### config.mk
export PLATFORM = sky130hd
export DESIGN_NAME = prog_loader_rom_flat
export DESIGN_NICKNAME = d
export VERILOG_FILES = /design/src/rtl/prog_loader_pkg.sv /design/src/rtl/prog_loader_rom_if.sv /design/src/rtl/prog_mem_16x8.sv /design/src/rtl/prog_loader_rom.sv /design/src/flat_wrapper.sv
export SDC_FILE = /design/constraint.sdc
export NUM_CORES = 1
export LEC_CHECK = 0
export ABC_CLOCK_PERIOD_IN_PS = 2500
export BUFFER_PORTS_ARGS = -buffer_cell sky130_fd_sc_hd__clkbuf_2
export CAP_MARGIN = 10
export CORE_MARGIN = 8
export CORE_UTILIZATION = 45
export DETAILED_ROUTE_END_ITERATION = 8
export HOLD_SLACK_MARGIN = 0.05
export MAX_ROUTING_LAYER = met4
export PLACE_DENSITY_LB_ADDON = 0.2
export RECOVER_POWER = 100
export SYNTH_ARGS = -nofsm -noshare
export SYNTH_HDL_FRONTEND = slang
export SYNTH_SLANG_ARGS = --single-unit
### constraint.sdc
create_clock -name clk -period 2.5 [get_ports clk]
set_clock_uncertainty 0.1 [all_clocks]
set_input_delay 0.125 -clock clk [delete_from_list [all_inputs] [get_ports clk]]
set_output_delay 0.125 -clock clk [all_outputs]
set_load 0.01 [all_outputs]
### src/rtl/prog_loader_pkg.sv
// Shared state encoding and instruction constants for the program loader and
// the 4-bit CPU core it feeds.
package prog_loader_pkg;

    typedef enum logic [1:0] {
        IDLE = 2'd0,
        LOAD = 2'd1,
        HOLD = 2'd2
    } state_e;

    // ADD A,0: harmless filler for unwritten or cleared program words
    localparam logic [7:0] NOP_WORD = 8'h00;

    localparam logic [3:0] OP_ADD_A = 4'h0;
    localparam logic [3:0] OP_MOV_A = 4'h3;
    localparam logic [3:0] OP_MOV_B = 4'h7;
    localparam logic [3:0] OP_OUT_B = 4'h9;
    localparam logic [3:0] OP_OUT_I = 4'hB;
    localparam logic [3:0] OP_JMP   = 4'hF;

    function automatic logic [7:0] mk_instr(input logic [3:0] op, input logic [3:0] imm);
        return {op, imm};
    endfunction

endpackage

### src/rtl/prog_loader_rom_if.sv
// CPU fetch port plus the valid/ready program byte stream into the loader.
interface prog_loader_rom_if #(
    parameter int ADDR_W = 4,
    parameter int DATA_W = 8
);
    logic [ADDR_W-1:0] addr;
    logic [DATA_W-1:0] data;
    logic              load_start;
    logic              load_valid;
    logic [DATA_W-1:0] load_data;
    logic              load_ready;

    modport master (output addr, load_start, load_valid, load_data,
                    input  data, load_ready);
    modport slave  (input  addr, load_start, load_valid, load_data,
                    output data, load_ready);
endinterface

### src/rtl/prog_mem_16x8.sv
// Program store: synchronous write, combinational read, cleared to NOPs on reset.
module prog_mem_16x8
    import prog_loader_pkg::*;
#(
    parameter int ADDR_W = 4,
    parameter int DATA_W = 8
) (
    input  logic              clk,
    input  logic              reset,
    input  logic              we,
    input  logic [ADDR_W-1:0] waddr,
    input  logic [DATA_W-1:0] wdata,
    input  logic [ADDR_W-1:0] raddr,
    output logic [DATA_W-1:0] rdata
);
    logic [DATA_W-1:0] mem [2**ADDR_W];

    always_ff @(posedge clk) begin
        if (reset) begin
            for (int i = 0; i < 2**ADDR_W; i++) mem[i] <= DATA_W'(NOP_WORD);
        end else if (we) begin
            mem[waddr] <= wdata;
        end
    end

    assign rdata = mem[raddr];

endmodule

### src/rtl/prog_loader_rom.sv
// Writable instruction ROM for the 4-bit CPU; keeps the CPU in reset while a
// new program streams in and for HOLD_CYCLES afterwards.
module prog_loader_rom
    import prog_loader_pkg::*;
#(
    parameter int ADDR_W      = 4,
    parameter int DATA_W      = 8,
    parameter int HOLD_CYCLES = 4
) (
    input  logic              clk,
    input  logic              reset,
    prog_loader_rom_if.slave  bus,
    output logic              cpu_n_reset,
    output logic              busy,
    output logic [DATA_W-1:0] load_sum
);
    localparam logic [7:0] HOLD_LAST = 8'(HOLD_CYCLES - 1);

    state_e            state, state_nxt;
    logic [7:0]        hold_cnt;
    logic [ADDR_W-1:0] wr_ptr;
    logic              ready, start, accept, last_byte;

    assign ready          = (state == LOAD);
    assign bus.load_ready = ready;
    assign busy           = (state != IDLE);

    always_comb begin
        state_nxt = state;
        start     = 1'b0;
        accept    = bus.load_valid & ready;
        last_byte = accept && (wr_ptr == {ADDR_W{1'b1}});
        case (state)
            IDLE: if (bus.load_start) begin
                start     = 1'b1;
                state_nxt = LOAD;
            end
            LOAD: if (last_byte) state_nxt = HOLD;
            HOLD: if (hold_cnt == HOLD_LAST) state_nxt = IDLE;
            default: state_nxt = HOLD;
        endcase
    end

    always_ff @(posedge clk) begin
        if (reset) begin
            state       <= HOLD;
            hold_cnt    <= '0;
            wr_ptr      <= '0;
            load_sum    <= '0;
            cpu_n_reset <= 1'b0;
        end else begin
            state       <= state_nxt;
            cpu_n_reset <= (state_nxt == IDLE);
            if (start) begin
                wr_ptr   <= '0;
                load_sum <= '0;
            end else if (accept) begin
                wr_ptr   <= wr_ptr + ADDR_W'(1);
                load_sum <= load_sum + bus.load_data;
            end
            // hold count restarts on the final byte so the release delay is fixed
            if (last_byte)          hold_cnt <= '0;
            else if (state == HOLD) hold_cnt <= hold_cnt + 8'd1;
        end
    end

    prog_mem_16x8 #(.ADDR_W(ADDR_W), .DATA_W(DATA_W)) u_mem (
        .clk   (clk),
        .reset (reset),
        .we    (accept),
        .waddr (wr_ptr),
        .wdata (bus.load_data),
        .raddr (bus.addr),
        .rdata (bus.data)
    );

endmodule

### src/flat_wrapper.sv
// flat-port wrapper written by rule: the top's interface ports become plain ports
module prog_loader_rom_flat import prog_loader_pkg::*;
#(
    parameter int ADDR_W      = 4,
    parameter int DATA_W      = 8,
    parameter int HOLD_CYCLES = 4
)
  (clk, reset, cpu_n_reset, busy, load_sum, bus_addr, bus_load_start, bus_load_valid, bus_load_data, bus_data, bus_load_ready);
  prog_loader_rom_if #(.ADDR_W(ADDR_W), .DATA_W(DATA_W)) bus_i ();
  input  logic clk;
  input  logic reset;
  output logic cpu_n_reset;
  output logic busy;
  output logic [DATA_W-1:0] load_sum;
  input wire logic [$bits(bus_i.addr)-1:0] bus_addr;
  input wire logic [$bits(bus_i.load_start)-1:0] bus_load_start;
  input wire logic [$bits(bus_i.load_valid)-1:0] bus_load_valid;
  input wire logic [$bits(bus_i.load_data)-1:0] bus_load_data;
  output wire logic [$bits(bus_i.data)-1:0] bus_data;
  output wire logic [$bits(bus_i.load_ready)-1:0] bus_load_ready;
  assign bus_i.addr = bus_addr;
  assign bus_i.load_start = bus_load_start;
  assign bus_i.load_valid = bus_load_valid;
  assign bus_i.load_data = bus_load_data;
  assign bus_data = bus_i.data;
  assign bus_load_ready = bus_i.load_ready;
  prog_loader_rom #(.ADDR_W(ADDR_W), .DATA_W(DATA_W), .HOLD_CYCLES(HOLD_CYCLES)) u_core (.clk(clk), .reset(reset), .bus(bus_i), .cpu_n_reset(cpu_n_reset), .busy(busy), .load_sum(load_sum));
endmodule
==> metrics.md, run 1 <==
| Metric | Value |
|---|---|
| Status | finished, final reports clean |
| Max-Cap Viols | 0 |
| R2R setup slack | 0.30 ns |
| Area of the multi-input gates | 2750 µm² |
| GRT Max-Usage Layer | met2 |
| Synth top area share | 53.4% |
| GPL Wtd Cong | 0.783 |
| Root buffer cell | clkbuf_16 |
| Sink Count | 151 |
| Post-synth EDFFs | 128 |
| Ys flop type | edfxtp_1 |
| Sequential standard cell area | between 4000 and 5000 µm² |
| Post_cts resized | 0 |
| Area after DPL | 7740 µm² |
| Synth Register Bits | around 150 |
| Top-level I/O count | 35 |
| Routed length per instance | 20.2 µm |
| Largest fanout on the critical path | 1 |
| CP bufs+invs | 1 |
| N_diodes | 0 |
| Pre-CTS WS | 0.295 ns |
| Worst Path Arrival | 2.05 ns |
| Worst r2r src | u_core.state[0] |
| Worst-Margin Slew | around 0.73 ns |
| Seq/Total Area, Yosys | between 50% and 60% |
| Layout cells sized above 1 | 16.0% |
| Worst reg2reg path endpoint | u_core.u_mem.mem[5][6] |
| Fraction of registers with async set or reset after synthesis | 0% |
| DR pass1 iterations | 5 |
| Hold_sp | reset |
| Cells after Synth | 506 |
| LEAKAGE | ~3.0 nW |
| Width of the die | around 140 µm |
| Commonest non-fill, non-tap cell in the layout | edfxtp_1 |
| Peak VDD IR | 0.653 mV |
| Final critical-path share of the clock period | 91.1% |
| Crit path kind | flop to output pin |
| Commonest non-fill, non-tap cells in the layout | edfxtp_1, and2_1, and2_0 |
| Finish-stage setup viols | 0 |
| Antenna violations before repair | 0 |
| Nets@finish | between 500 and 600 |
| Total GRT Usage | roughly 17% |
| Num rows | 46 |
| Worst setup EP type | output pin |
| H-tree lvl count | 4 |
| Critical path's largest stage delay | 0.59 ns |
| Final Instance Area | 8260 µm² |
| Final core occ | 52.4% |
| Mapped Avg Cell Area | 14.2 µm² |
| Met1 Usage GRT | 22.0% |
| Starting Density | 45.6% |
| Initial DRC count | 263 |
| Max Fclk | 439 MHz |
| Worst hold path class | primary input to flop |
| Warnings, synthesis | 0 |
| P per Cell Area | 710 nW/µm² |
| Crit path max-delay cell type | mux4_1 |
| CP Cell Sequence | mux4_1 -> mux4_2 -> clkbuf_1 |
| Top post-synthesis cells by area | edfxtp_1, and2_1, mux4_2, dfxtp_1, mux4_1 |
| Met2 global-route usage | 27.9% |
| Setup_tns | 0 ns |
| Crit path to | bus_data[1] |
| Area Growth Syn to Fin | 14.8% |
| Setup crit start | u_core.u_mem.mem[13][1] |
| Crit path time final | 2.28 ns |
| Largest area contributor in the netlist | edfxtp_1 |
| Die Area | 20300 µm² |
| Mapped Nets | 535 |
| Final Hold Viols | 0 |
| CTS buffer count | 17 |
| Worst path top cell family by delay | multiplexers |
| Pin count of the biggest net entering global routing | 33 |
| CTS tree | yes |
| Fill cells | 1377 |
| Cell variety after synth | 45 |
| Clk slew on worst S/H paths | 0.06 ns |
| Total gr overflow | 0 |
| Crit. path cell count | 3 |
| Startpoint types | flop |
| Max_slew headroom | 51.1% |
| Die extent in y | 142 µm |
| Hold slack final | 0.104 ns |
| Total wire length | 16.0 mm |
| Number of buffers added for setup after CTS | 0 |
| Slew Viols, Final | 0 |
| Worst reg2reg path depth | 5 |
| Vias per inst | 5.26 |
| Routing usage on met3 | 4.03% |
| Critical Path RT | 2.28 ns |
| Global-route wire length before repair | 25.3 mm |
| Buffers on Ports | 34 |
| Worst-Skew Late Latency | 0.41 ns |
| Unrepaired setup endpoints after global routing | false |
| Vias post-DR | 4154 |
| CTS max path bufs | 2 |
| Vias in the first global route | around 4.4k |
| Final WS setup | 0.222 ns |
| DRC | 0 |
| Mapped Area | slightly above 7000 µm² |
| Hpwl dp | 11.1 mm |
| Core area | 15800 µm² |
| Antenna Violating Nets Remaining | 0 |
-- cell families after synthesis --
kind of cell    count (synthesis)  synth area share, %
fa+ha+maj                      13                 2.36
compound gates                 26                 2.36
flops                         151                 59.8
xor+xnor                       11                 1.34
simple gates                  234                 18.7
buf+inv                        29                 1.96
mux                            42                 13.4
-- cell usage after synthesis (2+ instances only) --
cell type / number
a21o_1: 3
a21oi_1: 9
and2_1: 129
and4_1: 2
buf_1: 4
buf_2: 2
buf_6: 4
clkbuf_1: 15
dfxtp_1: 23
edfxtp_1: 128
ha_1: 12
inv_1: 4
mux2i_1: 2
mux4_1: 12
mux4_2: 28
nand2_1: 20
nand2b_1: 6
nand3_1: 8
nand4_1: 4
nor2_1: 32
nor2b_1: 2
nor3_1: 4
nor4_1: 3
o21ai_0: 4
or2_2: 16
or3_1: 2
xnor2_1: 5
xor2_1: 6
-- area by class of cell --
cell class / count / area share (%)
flip-flops and latches: 151 / 52.1
multi-input cells: 326 / 33.3
clock buffers: 20 / 5.29
repair buffers: 61 / 3.94
well taps: 216 / 3.27
clock inverters: 12 / 1.91
inverters: 4 / 0.182
-- worst min path at each step --
stage,end,slack [ns],cells past startpoint
floorplan,u_core.u_mem.mem[0][7],0.22,1
global placement,u_core.state[0],0.35,3
detailed placement,u_core.state[0],0.36,3
CTS,u_core.state[0],0.09,2
global route,u_core.state[0],0.12,2
finish,u_core.state[0],0.10,2
-- per-layer routing --
| layer | vias up | share of wire [%] |
|---|---|---|
| met1 | 2075 | 45 |
| met2 | 99 | 49 |
| met4 | 0 | 0.79 |
| met5 | - | 0 |
| met3 | 8 | 5.1 |
| li1 | 1972 | - |
-- power breakdown --
| part | internal (mW) | switching (mW) | total [mW] |
|---|---|---|---|
| Combinational | 0.174 | 0.229 | 0.402 |
| Sequential | 2.82 | 0.0479 | 2.87 |
| Clock | 1.65 | 0.943 | 2.59 |
| Total | 4.65 | 1.22 | 5.86 |
-- flip-flops by register name, indices dropped and copies added, names as in the netlist --
name / count
u_core.state: 2
u_core.u_mem.mem: 128
u_core.load_sum: 8
u_core.cpu_n_reset: 1
u_core.hold_cnt: 8
u_core.wr_ptr: 4
-- repair_timing --
item                                    in CTS  in global routing
hold buffers                                 1                  0
endpoints found under the hold margin        3                  0
endpoints found under the setup margin       0                  0
-- metrics by stage --
step / total power [mW] / std cells
finish: 5.86 / 790
global route: 6.07 / 790
CTS: 5.93 / 790
detailed placement: 3.34 / 757
global placement: 3.33 / 757
floorplan: 3.17 / 506
-- worst register-to-register path, delay by kind of cell (launching register included) --
family / cells / cell delay [ns]
flops: 1 / 0.45
simple gates: 5 / 1.28
Power figures use the tool's default switching activity.
==> run 2: changes to the inputs <==
--- a/config.mk
+++ b/config.mk
@@ -8,13 +8,16 @@
 export ABC_CLOCK_PERIOD_IN_PS = 2500
 export BUFFER_PORTS_ARGS = -buffer_cell sky130_fd_sc_hd__clkbuf_2
 export CAP_MARGIN = 10
+export CELL_PAD_IN_SITES_DETAIL_PLACEMENT = 2
+export CELL_PAD_IN_SITES_GLOBAL_PLACEMENT = 2
 export CORE_MARGIN = 8
-export CORE_UTILIZATION = 45
+export CORE_UTILIZATION = 44
 export DETAILED_ROUTE_END_ITERATION = 8
 export HOLD_SLACK_MARGIN = 0.05
 export MAX_ROUTING_LAYER = met4
 export PLACE_DENSITY_LB_ADDON = 0.2
 export RECOVER_POWER = 100
+export SLEW_MARGIN = 5
 export SYNTH_ARGS = -nofsm -noshare
 export SYNTH_HDL_FRONTEND = slang
 export SYNTH_SLANG_ARGS = --single-unit
==> run 2 against run 1 <==
Net effect:
- worst setup slack got worse by 0.030 ns
- via count increased by 6.1%
- non-clock buffer count increased by 1
- clock power increased by 12%
- wire length increased by 31%
- combinational power increased by 5%
- worst hold slack improved by 0.051 ns
- register-to-register slack got worse by 0.08 ns
- utilization decreased by 0.25 points
- die area increased by 2.0%
- critical path type unchanged
==> metrics.md, run 2 (synthesis results as in run 1) <==
| Metric | Value |
|---|---|
| Final critical-path share of the clock period | about 92% |
| Commonest non-fill, non-tap cells in the layout | edfxtp_1, and2_0, clkbuf_1 |
| Met2 WL post-DR | 10.9 mm |
| CTS tree | yes |
| Clk slew on worst S/H paths | roughly 0.06 ns |
| Die Area | between 20000 and 25000 µm² |
| Buffers on Ports | 34 |
| Worst-Margin Slew | 0.721 ns |
| Worst Path Arrival | ~2.1 ns |
| CTS buffer count | 17 |
| Antenna Violating Nets Remaining | 0 |
| Critical Path RT | around 2.3 ns |
| Finish-stage setup viols | 0 |
| Largest regs | u_core.u_mem.mem x128, u_core.hold_cnt x8, u_core.load_sum x8 |
| Nets@finish | 591 |
| Width of the die | 144 µm |
| Core area | between 15000 and 20000 µm² |
| Vias per inst | 5.57 |
| Layout cells sized above 1 | between 15 and 20% |
| Slew Viols, Final | 0 |
| Largest fanout on the critical path | 1 |
| Largest Register | u_core.u_mem.mem |
| Crit path kind | flop to output pin |
| CP bufs+invs | 1 |
| DR top layer | met4 |
| Global-route wire length before repair | 32.1 mm |
| GPL Wtd Cong | 0.793 |
| LEAKAGE | 2.96 nW |
| Vias in the first global route | 5067 |
| Antenna violations before repair | 0 |
| Pin count of the biggest net entering global routing | 33 |
| Top-level I/O count | 35 |
| Final Hold Viols | 0 |
| Setup_tns | 0 ns |
| Dpl cells | about 760 |
| Crit path time final | 2.31 ns |
| Initial DRC count | 233 |
| P per Cell Area | 744 nW/µm² |
| Worst hold path class | primary input to flop |
| Unrepaired setup endpoints after global routing | false |
| N_diodes | 0 |
| Worst path top cell family by delay | multiplexers |
| Crit path max-delay cell type | mux4_1 |
| Max_slew headroom | 52.0% |
| Total wire length | 20.9 mm |
| H-tree lvl count | 4 |
| Hpwl dp | 14.2 mm |
| CP Cell Sequence | mux4_1 -> mux4_2 -> clkbuf_1 |
| Worst-Skew Late Latency | 0.43 ns |
| Fill cells | 1501 |
| Starting Density | 45.1% |
| Sink Count | 151 |
| Total gr overflow | 0 |
| Final Non-Filler Cells | 791 |
| M1 wire length | 8.54 mm |
| Worst setup EP type | output pin |
| Total GRT Usage | 22.5% |
| Met3 wire length | 880 µm |
| Max-Cap Viols | 0 |
| Peak VDD IR | 0.492 mV |
| Routed length per instance | 26.4 µm |
| Status | finished, final reports clean |
| Critical path's largest stage delay | 0.60 ns |
| Post_cts resized | 0 |
| DR pass1 iterations | 4 |
| Area Growth Syn to Fin | 15.5% |
| Number of flip-flops in the largest register | 128 |
| Area of the multi-input gates | roughly 2700 µm² |
| Die extent in y | 144 µm |
| Commonest non-fill, non-tap cell in the layout | edfxtp_1 |
| Num rows | 46 |
| CTS max path bufs | 2 |
| Max Fclk | 433 MHz |
| Startpoint types | flop |
| DRC | 0 |
| Root buffer cell | clkbuf_16 |
| Vias post-DR | 4408 |
| Sequential standard cell area | 4300 µm² |
## run 2: changes by cell type in the layout (fill, tap and decap cells not counted), sizes merged
cell,previous run,this run
clkinv,8,4
clkinvlp,0,2
bufinv,4,5
clkbuf,71,72
dlygate4sd3,1,2
## run 2: layout make-up
class / instances / area share, %
Sequential cell: 151 / 51.8
Multi-Input combinational cell: 326 / 32.9
Clock buffer: 21 / 5.66
Timing Repair Buffer: 62 / 3.87
Tap cell: 216 / 3.25
Clock inverter: 11 / 2.36
Inverter: 4 / 0.181
## run 2: layer usage
layer,track usage (%),vias up
li1,-,1975
met1,25.5,2310
met2,37.7,93
met3,4.98,30
met4,9.96,0
met5,-,-
## run 2: worst paths after layout
path	startpoint	end	slack [ns]	depth (start not counted)
hold / removal	bus_load_data[4]	u_core.load_sum[5]	0.16	5
setup reg to reg	u_core.load_sum[1]	u_core.load_sum[7]	0.22	6
setup / recovery	u_core.u_mem.mem[10][7]	bus_data[7]	0.19	3
hold reg to reg	u_core.load_sum[3]	u_core.load_sum[3]	0.38	2
## run 2: stage by stage
stage                     hold WS [ns]  total power, mW  cell area (µm²)  utilization (%)  setup slack, ns
after floorplan                  0.223             3.17             7200                -            0.437
after global placement           0.358             3.33             7730             48.5            0.439
after detailed placement         0.375             3.36             7730             48.5            0.347
after CTS                        0.139             6.25             8420             52.8            0.174
after global routing             0.198             6.35             8310             52.1           0.0815
final                            0.155             6.19             8310             52.1            0.192
## run 2: tightest hold or removal path: cells and delay by family
| family | cells | cell delay (ns) |
|---|---|---|
| adders and majority gates | 1 | 0.18 |
| and+or+nand+nor | 2 | 0.16 |
| buffers and inverters | 1 | 0.11 |
| AOI/OAI and AO/OA | 1 | 0.06 |
## run 2: power breakdown
part	internal [mW]	switching, mW	leakage, nW
Combinational	0.171	0.250	1.15
Clock	1.85	1.03	0.319
Sequential	2.82	0.0556	1.49
## run 2: what timing repair did
item,4_1_cts,5_1_grt
hold endpoints to repair,3,0
hold buffers,2,0
buffers inserted,0,0
==> run 3: changes to the inputs <==
--- a/config.mk
+++ b/config.mk
@@ -8,10 +8,7 @@
 export ABC_CLOCK_PERIOD_IN_PS = 2500
 export BUFFER_PORTS_ARGS = -buffer_cell sky130_fd_sc_hd__clkbuf_2
 export CAP_MARGIN = 10
-export CELL_PAD_IN_SITES_DETAIL_PLACEMENT = 2
-export CELL_PAD_IN_SITES_GLOBAL_PLACEMENT = 2
-export CORE_MARGIN = 8
-export CORE_UTILIZATION = 44
+export CORE_UTILIZATION = 45
 export DETAILED_ROUTE_END_ITERATION = 8
 export HOLD_SLACK_MARGIN = 0.05
 export MAX_ROUTING_LAYER = met4
==> run 3 against run 2 <==
Net effect:
- cell count down 1.3%
- cell area down 1.4%
- via count down 5.4%
- clock power down 12%
- sequential power about the same
- highest routed layer unchanged
- largest cell class unchanged
- wire length down 25%
- global-route usage down 1.0 points
==> metrics.md, run 3 (synthesis results as in run 1) <==
| Metric | Value |
|---|---|
| Status | finished, final reports clean |
| Area Growth Syn to Fin | 13.9% |
| LEAKAGE | about 2.9 nW |
| Num rows | between 40 and 50 |
| Largest regs | u_core.u_mem.mem x128, u_core.hold_cnt x8, u_core.load_sum x8 |
| Commonest non-fill, non-tap cell in the layout | edfxtp_1 |
| Initial DRC count | 536 |
| Die Area | 16500 µm² |
| Area after DPL | around 7700 µm² |
| Reg power frac | 49.4% |
| Unrepaired setup endpoints after global routing | false |
| Pin count of the biggest net entering global routing | 33 |
| Worst reg2reg path endpoint | u_core.u_mem.mem[4][6] |
| P_sw | 1.26 mW |
| Global-route wire length before repair | 24.6 mm |
| Total GRT Usage | between 20% and 30% |
| DR pass1 iterations | 4 |
| Number of flip-flops in the largest register | 128 |
| Internal | around 4.5 mW |
| Post_cts resized | 0 |
| Vias post-DR | between 4k and 5k |
| Vias per inst | 5.34 |
| Crit path time final | around 2.3 ns |
| Commonest non-fill, non-tap cells in the layout | edfxtp_1, and2_0, and2_1 |
| Width of the die | about 130 µm |
| Peak VDD IR | 0.569 mV |
| GPL Wtd Cong | 0.810 |
| H-tree lvl count | 4 |
| Final Instance Area | 8200 µm² |
| Clock share of power | 43.8% |
| CTS tree | yes |
| Hpwl dp | 10.6 mm |
| Largest Register | u_core.u_mem.mem |
| Root buffer cell | clkbuf_16 |
| DRC | 0 |
| CTS max path bufs | 2 |
| Buffers on Ports | 34 |
| Worst-Skew Late Latency | 0.42 ns |
| Startpoint types | flop |
| Total gr overflow | 0 |
| Max_slew headroom | approximately half |
| Nets@finish | 586 |
| Top-level I/O count | 35 |
| Worst hold path class | primary input to flop |
| N_diodes | 0 |
| Worst setup EP type | output pin |
| Crit path kind | flop to output pin |
| Combinational share of power | 6.8% |
| Starting Density | 46.6% |
| Max-Cap Viols | 0 |
| Worst Path Arrival | 2.03 ns |
| Antenna Violating Nets Remaining | 0 |
| Core area | 15400 µm² |
| Switching share of power | 21.7% |
| Antenna violations before repair | 0 |
| Setup_tns | 0 ns |
| Worst-Margin Slew | 0.733 ns |
| Final critical-path share of the clock period | about nine tenths |
| Max Fclk | between 400 and 500 MHz |
| R2R setup slack | 0.26 ns |
| Largest fanout on the critical path | 1 |
| Die extent in y | 128 µm |
| Worst reg2reg path depth | 5 |
| Crit path to | bus_data[6] |
| Clk slew on worst S/H paths | approximately 0.060 ns |
| Slew Viols, Final | 0 |
| Critical Path RT | 2.28 ns |
| Routed length per instance | 20.0 µm |
| Layout cells sized above 1 | 16.1% |
| CTS buffer count | 17 |
| Total wire length | 15.6 mm |
| Finish-stage setup viols | 0 |
| Final Hold Viols | 0 |
| Setup crit start | u_core.u_mem.mem[13][6] |
| Worst r2r src | u_core.wr_ptr[0] |
| Vias in the first global route | 4207 |
| P per Cell Area | between 700 and 800 nW/µm² |
| Sink Count | ~150 |
[run 3: cell types whose count changed in the layout (fill, tap and decap cells not counted), moves of 3 or more]
cell | before | now
and2_0 | 103 | 66
and2_1 | 26 | 63
clkbuf_1 | 38 | 34
clkinv_2 | 1 | 5
clkbuf_8 | 3 | 0
[run 3: worst min-delay path by stage]
stage	slack, ns	to	startpoint	cells past startpoint
6_report	0.12	u_core.load_sum[5]	bus_load_data[4]	5
5_1_grt	0.18	u_core.load_sum[5]	bus_load_data[4]	5
4_1_cts	0.09	u_core.load_sum[5]	bus_load_data[4]	5
3_5_place_dp	0.37	u_core.state[0]	bus_load_start	3
3_3_place_gp	0.35	u_core.state[0]	bus_load_start	3
2_1_floorplan	0.22	u_core.u_mem.mem[0][7]	bus_load_data[7]	1
[run 3: cell type report]
type / instances / area (µm²)
inverters: 4 / 15.0
clock inverters: 14 / 159
well taps: 211 / 264
flip-flops and latches: 151 / 4300
fillers: 1311 / 7230
multi-input cells: 326 / 2730
repair buffers: 57 / 294
clock buffers: 18 / 429
[run 3: worst max-delay path, cell delays in order, from the launching register on]
cell and delay, ns:
edfxtp_1 0.38, mux4_1 0.59, mux4_2 0.49, clkbuf_1 0.15
[run 3: through the flow]
step	power (mW)	cells	setup slack [ns]	hold slack (ns)	util, %
global placement	3.32	748	0.348	0.355	49.9
finish	5.80	781	0.243	0.119	53.1
floorplan	3.17	506	0.437	0.223	-
CTS	5.87	781	0.216	0.0920	53.7
detailed placement	3.33	748	0.325	0.374	49.9
global route	5.99	781	0.124	0.178	53.1
[run 3: repair_timing]
action,4_1_cts,5_1_grt
endpoints found under the hold margin,3,0
setup buffers,0,0
hold buffers,1,0
[run 3: power by group through the flow]
stage,combinational [mW],sequential (mW),clock (mW)
after floorplan,0.271,2.90,0
after global placement,0.405,2.91,0
after detailed placement,0.412,2.92,0
after CTS,0.414,2.86,2.59
after global routing,0.433,2.87,2.69
final,0.397,2.86,2.54
[run 3: routing by layer]
metal	global-route usage (%)	part of all wire [%]	vias up
met5	-	0	-
met4	6.30	1.2	0
met3	4.95	5.6	9
met2	32.1	47	114
met1	29.4	46	2088
li1	-	-	1961
